`src/rtl/cmd_time_scheduler.sv`:
```
// rtl/cmd_time_scheduler.sv - scans command memory for the earliest due entry, dispatches it and requests its erase
module cmd_time_scheduler #(
    parameter int N_IDX = 255
) (
    input  logic         CLK,
    input  logic         rst_n,
    input  logic         EN,
    input  logic [63:0]  TIME_NOW,
    input  logic         WR_BUSY,
    output logic [7:0]   RD_ADDR,
    output logic         RD_EN,
    input  logic [337:0] MEM_Q,
    output logic         CLR_REQ,
    output logic [7:0]   CLR_ADDR,
    input  logic         CLR_ACK,
    output logic [47:0]  FREQ_z,
    output logic [47:0]  FREQ_STEP_z,
    output logic [31:0]  FREQ_RATE_z,
    output logic [63:0]  TIME_START_z,
    output logic [15:0]  N_impuls_z,
    output logic [1:0]   TYPE_impulse_z,
    output logic [31:0]  Interval_Ti_z,
    output logic [31:0]  Interval_Tp_z,
    output logic [31:0]  Tblank1_z,
    output logic [31:0]  Tblank2_z,
    output logic         CMD_STROBE,
    output logic         CMD_LATE,
    output logic [15:0]  CMD_CNT
);

    typedef enum logic [2:0] {
        S_IDLE,
        S_SCAN,
        S_EVAL,
        S_FETCH,
        S_LOAD,
        S_CLR,
        S_CLR_WAIT
    } state_t;

    localparam logic [7:0] LAST_ADDR = 8'(N_IDX);

    state_t state;
    state_t state_nxt;

    logic [7:0]  rd_addr;
    logic        issue_done;
    logic        pend_valid;
    logic [7:0]  pend_addr;
    logic        min_valid;
    logic [63:0] min_time;
    logic [7:0]  min_addr;

    logic [63:0] q_time_start;
    logic        q_empty;
    logic        q_better;
    logic        due;
    logic        clr_active;

    assign q_time_start = MEM_Q[337:274];
    assign q_empty      = (q_time_start == 64'hFFFF_FFFF_FFFF_FFFF);
    // Strict less-than keeps the lower address on ties because addresses arrive in ascending order.
    assign q_better     = pend_valid && !q_empty && (!min_valid || (q_time_start < min_time));
    assign due          = min_valid && (min_time <= TIME_NOW);
    assign clr_active   = (state == S_CLR) || (state == S_CLR_WAIT);

    assign RD_ADDR  = rd_addr;
    assign RD_EN    = ((state == S_SCAN) && !issue_done) || (state == S_FETCH);
    assign CLR_REQ  = clr_active;
    assign CLR_ADDR = clr_active ? min_addr : 8'd0;

    always_ff @(posedge CLK or negedge rst_n) begin
        if (!rst_n) begin
            state <= S_IDLE;
        end else begin
            state <= state_nxt;
        end
    end

    // The erase handshake is never abandoned by EN; only reset can cut it short.
    always_comb begin
        state_nxt = state;
        case (state)
            S_IDLE: begin
                if (EN && !WR_BUSY) begin
                    state_nxt = S_SCAN;
                end
            end
            S_SCAN: begin
                if (!EN || WR_BUSY) begin
                    state_nxt = S_IDLE;
                end else if (issue_done) begin
                    state_nxt = S_EVAL;
                end
            end
            S_EVAL: begin
                if (!EN || !due) begin
                    state_nxt = S_IDLE;
                end else begin
                    state_nxt = S_FETCH;
                end
            end
            S_FETCH: begin
                state_nxt = EN ? S_LOAD : S_IDLE;
            end
            S_LOAD: begin
                state_nxt = EN ? S_CLR : S_IDLE;
            end
            S_CLR: begin
                state_nxt = CLR_ACK ? S_IDLE : S_CLR_WAIT;
            end
            S_CLR_WAIT: begin
                if (CLR_ACK) begin
                    state_nxt = S_IDLE;
                end
            end
            default: begin
                state_nxt = S_IDLE;
            end
        endcase
    end

    // Scan pipeline: address k is issued in one cycle and its data judged in the next,
    // so a pass is N_IDX+1 issue cycles plus one tail cycle for the last word.
    always_ff @(posedge CLK or negedge rst_n) begin
        if (!rst_n) begin
            rd_addr    <= 8'd0;
            issue_done <= 1'b0;
            pend_valid <= 1'b0;
            pend_addr  <= 8'd0;
            min_valid  <= 1'b0;
            min_time   <= 64'd0;
            min_addr   <= 8'd0;
        end else begin
            case (state)
                S_IDLE: begin
                    if (state_nxt == S_SCAN) begin
                        rd_addr    <= 8'd0;
                        issue_done <= 1'b0;
                        pend_valid <= 1'b0;
                        min_valid  <= 1'b0;
                    end
                end
                S_SCAN: begin
                    if (q_better) begin
                        min_valid <= 1'b1;
                        min_time  <= q_time_start;
                        min_addr  <= pend_addr;
                    end
                    if (!issue_done) begin
                        pend_valid <= 1'b1;
                        pend_addr  <= rd_addr;
                        if (rd_addr == LAST_ADDR) begin
                            issue_done <= 1'b1;
                        end else begin
                            rd_addr <= rd_addr + 8'd1;
                        end
                    end else begin
                        pend_valid <= 1'b0;
                    end
                end
                S_EVAL: begin
                    if (state_nxt == S_FETCH) begin
                        rd_addr <= min_addr;
                    end
                end
                default: begin
                end
            endcase
        end
    end

    always_ff @(posedge CLK or negedge rst_n) begin
        if (!rst_n) begin
            TIME_START_z   <= 64'd0;
            FREQ_z         <= 48'd0;
            FREQ_STEP_z    <= 48'd0;
            FREQ_RATE_z    <= 32'd0;
            N_impuls_z     <= 16'd0;
            TYPE_impulse_z <= 2'd0;
            Interval_Ti_z  <= 32'd0;
            Interval_Tp_z  <= 32'd0;
            Tblank1_z      <= 32'd0;
            Tblank2_z      <= 32'd0;
            CMD_STROBE     <= 1'b0;
            CMD_LATE       <= 1'b0;
            CMD_CNT        <= 16'd0;
        end else begin
            CMD_STROBE <= 1'b0;
            if ((state == S_LOAD) && (state_nxt == S_CLR)) begin
                TIME_START_z   <= MEM_Q[337:274];
                FREQ_z         <= MEM_Q[273:226];
                FREQ_STEP_z    <= MEM_Q[225:178];
                FREQ_RATE_z    <= MEM_Q[177:146];
                N_impuls_z     <= MEM_Q[145:130];
                TYPE_impulse_z <= MEM_Q[129:128];
                Interval_Ti_z  <= MEM_Q[127:96];
                Interval_Tp_z  <= MEM_Q[95:64];
                Tblank1_z      <= MEM_Q[63:32];
                Tblank2_z      <= MEM_Q[31:0];
                CMD_STROBE     <= 1'b1;
                CMD_LATE       <= (q_time_start < TIME_NOW);
                CMD_CNT        <= CMD_CNT + 16'd1;
            end
        end
    end

endmodule

```
`config.mk`:
```
export PLATFORM = sky130hd
export DESIGN_NAME = cmd_time_scheduler
export DESIGN_NICKNAME = d
export VERILOG_FILES = /design/src/rtl/cmd_time_scheduler.sv
export SDC_FILE = /design/constraint.sdc
export NUM_CORES = 1
export LEC_CHECK = 0
export ABC_AREA = 1
export ABC_CLOCK_PERIOD_IN_PS = 2900
export BUFFER_PORTS_ARGS = -buffer_cell sky130_fd_sc_hd__buf_4
export CAP_MARGIN = 20
export CORE_AREA = 5 5 299 301
export DETAILED_ROUTE_END_ITERATION = 10
export DIE_AREA = 0 0 304 306
export PLACE_DENSITY = 0.51
export SLEW_MARGIN = 10
export SYNTH_ARGS = -nofsm -noshare
export SYNTH_HDL_FRONTEND = slang
export SYNTH_SLANG_ARGS = --single-unit
export TNS_END_PERCENT = 10
```
`constraint.sdc`:
```
create_clock -name CLK -period 2.9 [get_ports CLK]
set_input_delay 0.29 -clock CLK [delete_from_list [all_inputs] [get_ports CLK]]
set_output_delay 0.29 -clock CLK [all_outputs]
set_load 0.02 [all_outputs]
```
# Word-level counts from Yosys, hierarchy flattened
# Cells that the tools add are included.
totals:
  register_bits: 450
  input_bits: 407
  output_inout_bits: 374
  wordCells: 92
op_classes:
  bitwise_logic: 1
  eq_ne: 16
  n_mux: 24
  magnitude_cmp: 3
  n_reduce_logical: 25
  n_addsub: 2
op_table:
  columns: ["op", "count"]
  rows:
  - ["less-than comparator 64 bit", 2]
  - ["equality test 64 bit (second input constant)", 1]
  - ["less-or-equal comparator 64 bit", 1]
  - ["two-way mux 8 bit", 5]
  - ["case mux 8 bit (3 select lines)", 1]
  - ["two-way mux 3 bit", 7]
  - ["case mux 3 bit (7 select lines)", 1]
  - ["adder 16 x 1 -> 16 bit (second input constant)", 1]
  - ["equality test 3 bit (second input constant)", 4]
  - ["!= test 2 bit (second input constant)", 5]
  - ["equality test 3 x 2 -> 1 bit (second input constant)", 3]
  - ["adder 8 x 1 -> 8 bit (second input constant)", 1]
  - ["equality test 8 bit (second input constant)", 1]
  - ["equality test 3 x 1 -> 1 bit (second input constant)", 2]
  - ["logical AND 1 bit", 6]
  - ["zero test 1 bit", 6]
  - ["two-way mux 1 bit", 6]
  - ["case mux 1 bit (2 select lines)", 3]
  - ["AND reduction 2 bit", 3]
  - ["logical OR 1 bit", 5]
  - ["AND reduction 5 bit", 1]
  - ["zero test 3 bit", 1]
  - ["AND reduction 3 bit", 1]
  - ["nonzero test 3 bit", 1]
  - ["3 further kinds", 3]

# Longest topological paths before layout
depth:
  depth_word: 9
  depth_mapped: 20
  ltp_nobuf: 20

# Worst setup path after synthesis
# No wires, ideal clock.
synth_path:
  kind: "flip-flop to output port"
  start: "reg state[1]"
  end: "out CLR_ADDR[0]"
  path_buffers: 0
  required_ns: 2.610
  stages_incl_launch_ff: 6
  path_slack_ns: 0.803
  arrival_ns: 1.807
  path_cell_list: "dfrtp_1 > nand2_1 > inv_1 > nor3_1 > clkinv_1 > nor2_1"
synth_between:
  elab_chain_len: 3
  word_cells_on_any_way: 4
  classes_between: "2 x eq/ne; 1 x mux; 1 x reduce/logical"
synth_rtl:
  columns: ["item", "line", "source"]
  rows:
  - ["from (decl)", "43", "state_t state;"]
  - ["from (signal assigned)", "76", "state <= state_nxt;"]
  - ["equality test 3 bit", "65", "assign clr_active = (state == S_CLR) || (state == S_CLR_WAIT);"]
  - ["logical OR 1 bit (*)", "65", null]
  - ["net CLR_REQ", "13", "output logic CLR_REQ,"]
  - ["two-way mux 8 bit (*)", "70", "assign CLR_ADDR = clr_active ? min_addr : 8'd0;"]
  - ["to (decl)", "14", "output logic [7:0] CLR_ADDR,"]
# The timed path passes the listed nets; every way through them passes the cells marked *.

# Worst setup path in the final report
layout_path:
  start: "reg state[2]"
  end: "out RD_EN"
layout_between:
  elab_chain_len: 3
  word_cells_on_any_way: 4
  classes_between: "2 x eq/ne; 2 x reduce/logical"
layout_rtl:
  columns: ["item", "line", "source"]
  rows:
  - ["equality test 3 x 1 -> 1 bit", "68", "assign RD_EN = ((state == S_SCAN) && !issue_done) || (state == S_FETCH);"]
  - ["logical AND 1 bit", "68", null]
  - ["logical OR 1 bit (*)", "68", null]
  - ["to (decl)", "11", "output logic RD_EN,"]
# Every way passes the cells marked *; elsewhere a longest branch is shown, timed or not.

==> impl_metrics.py <==
metrics = {
    "sta": {
        "drv_slew": 0,
        "fin_crit_sh": 0.929,
        "finalClockSkew_ps": 31.5,
        "fmax_mhz": 371,
        "rsz0062_at_grt": "false",
        "hold_viol": 0,
        "min_period_ps": 2690,
        "setup_viol": 0,
        "tns_ps": 0,
        "tightest_slew_ps": 876,
        "slew_headroom": 0.416,
    },
    "detailed_routing": {
        "firstDrtPassIters": 5,
        "vias": 21360,
        "highest_layer": "met5",
        "drt-vias-per-instance": 4.33,
        "ant_nets": 0,
        "routedWlPerCell_um": 18.6,
        "met1Wirelength_mm": 38.4,
        "wl_met3_mm": 5.39,
        "wl_mm": 91.9,
        "drc": 0,
        "drtIter0Drc": 1121,
        "met2_length_mm": 45.3,
    },
    "clock_network": {
        "clock-root-buffer": "clkbuf_16",
        "cts_tree": "done",
        "post_cts_buffers": 0,
        "cts_buffers": 53,
        "clock_latency_ps": 610,
        "clk_pin_slew_ps": 60,
        "htreeDepth": 2,
        "cts_sinks": 450,
        "max-clock-path-buffers": 3,
    },
    "place": {
        "post-dp-hpwl_mm": 71.9,
        "port_buffers": 780,
        "dp_cells": 4509,
        "post_dp_cell_area_um2": 29700,
        "place.gp.congestion": 0.892,
    },
    "worst_setup_path": {
        "critPathLaunchType": "register",
        "cp-end-kind": "output pin",
        "crit_fanout": 18,
        "worstSetupPathType": "reg -> out",
        "worstPathRequired_ps": 2610,
        "arrival_ps": 2400,
    },
    "hold_path": {
        "hold_path_class": "in -> reg",
    },
    "floorplan": {
        "start_util": 0.259,
        "die_area_um2": 93000,
        "io_pins": 781,
        "die-width_um": 304,
        "design.core.area_um2": 86300,
        "rows": 108,
        "chipHeight_um": 306,
    },
    "cells_and_area": {
        "nets": 4330,
        "drive_gt1_frac": 0.270,
        "design_area_um2": 34800,
        "layout-area-overhead-vs-synth_pct": 55.9,
        "final_cells": 4933,
    },
    "global_route": {
        "grt_use_total": 0.190,
        "grt_pass1_wl_mm": 139,
        "first_global_vias": 22250,
        "grt-ovfl-total": 0,
        "grt_start_max_net_pins": 161,
        "grt_antenna_before_repair": 11,
    },
    "pwr": {
        "powerDensity_nw_per_um2": 708,
        "power.leakage_nw": 18.7,
        "vdd_ir_drop_max_v": 0.000423,
    },
    "logic_synthesis": {
        "synth-seq-cells": 450,
        "yosysWarningCount": 0,
        "yosys-top-cells-area": "dfrtp_1 50%, nand2_1 19%, ha_1 11%, inv_1 4.3%, o21ai_0 2.8%",
        "yosysSeqAreaShare": 0.504,
        "syn_area_um2": 22300,
        "syn_inst": 2625,
        "synth_commonest_cells": "1108 x nand2_1, 450 x dfrtp_1, 255 x inv_1",
        "netlist.area_leader.share": 0.504,
        "yosys_most_used_dff": "dfrtp_1",
        "synth_most_common_cell": "nand2_1",
        "synthArstFlopShare": 1.00,
        "synth_edf_count": 0,
        "synth_fp_nets": 3224,
        "synth.largest_area_cell": "dfrtp_1",
        "avgSynthCellArea_um2": 8.51,
        "ys_types": 50,
    },
    "status": {
        "outcome": "completed",
    },
    "job": {
        "maxCapViolations": 0,
    },
}
==> registers in the layout (all words and copies together), names as in the netlist, 16 cells and up <==
register	flops
Interval_Tp_z	32
min_time	64
CMD_CNT	16
TIME_START_z	64
Tblank1_z	32
FREQ_STEP_z	48
FREQ_RATE_z	32
FREQ_z	48
N_impuls_z	16
Tblank2_z	32
Interval_Ti_z	32
==> final cells by class <==
class | instances | area (um2)
Fill cell | 8708 | 51500
Clock buffer | 63 | 1420
Sequential cell | 450 | 11300
Clock inverter | 34 | 484
Timing Repair Buffer | 1143 | 9580
Tap cell | 1155 | 1450
Multi-Input combinational cell | 1823 | 9620
Antenna cell | 5 | 12.5
Inverter | 260 | 986
==> stage by stage <==
step | util | hold slack, ps | total power, W | setup slack (ps)
floorplan | - | -5.59 | 0.0133 | 803
global placement | 0.344 | 359 | 0.0170 | 330
detailed placement | 0.344 | 343 | 0.0171 | 279
CTS | 0.403 | 0.278 | 0.0250 | 121
global route | 0.403 | 22.3 | 0.0262 | 1.34
finish | 0.403 | 34.5 | 0.0246 | 207
==> layer usage <==
| metal | up-vias | GRT usage |
|---|---|---|
| li1 | 10527 | - |
| met1 | 10061 | 0.237 |
| met2 | 642 | 0.332 |
| met3 | 128 | 0.0427 |
| met4 | 2 | 0.0540 |
| met5 | - | 0 |
==> cell families after synthesis <==
kind of cell / after synthesis / share of synthesized area
AO/OA/AOI/OAI: 297 / 0.0787
XOR/XNOR: 16 / 0.00627
adder cells (fa/ha/maj): 192 / 0.108
buffers and inverters: 352 / 0.0652
flip-flops: 450 / 0.504
AND/OR/NAND/NOR: 1318 / 0.238
==> worst max-delay path, cell delays in order (launching register included) <==
cell and delay, ps:
dfrtp_1 440, nor3_4 500, inv_4 160, nor2_8 260, inv_1 120, o21ai_0 120
buf_4 220
==> placed cells by master (no fill, tap or decap), types with 15 or more instances in the layout <==
master | netlist | layout
buf_12 | 5 | 15
nand2_1 | 1108 | 1108
inv_1 | 255 | 255
ha_1 | 192 | 192
dfrtp_1 | 450 | 450
nor2_1 | 64 | 64
nand3_1 | 38 | 38
dlygate4sd3_1 | 0 | 322
o21ai_2 | 50 | 50
a21oi_1 | 99 | 99
o21ai_0 | 123 | 123
nand4_1 | 31 | 31
buf_4 | 0 | 805
clkbuf_16 | 0 | 53
nand2_2 | 39 | 39
==> power breakdown <==
| group | internal [W] | switching (W) |
|---|---|---|
| Clock | 0.00442 | 0.00292 |
| Sequential | 0.00778 | 0.00116 |
| Combinational | 0.00366 | 0.00469 |
| Total | 0.0159 | 0.00877 |
==> path summary, 6_finish.rpt <==
path / from / to / slack (ps) / cells past startpoint
setup / recovery: state[2] / RD_EN / 210 / 6
min in group asynchronous: rst_n / TIME_START_z[31] / 290 / 2
max in group asynchronous: rst_n / FREQ_RATE_z[21] / 1670 / 4
setup reg to reg: min_time[7] / RD_ADDR[6] / 330 / 11
hold / removal: MEM_Q[27] / Tblank2_z[27] / 30 / 3
hold reg to reg: FREQ_STEP_z[13] / FREQ_STEP_z[13] / 470 / 2
==> what timing repair did <==
action                                 CTS  global route
resized for setup                        0             0
hold buffers                           320             2
endpoints found under the hold margin  389             2
Note: power is estimated with default switching activity, not from simulation.
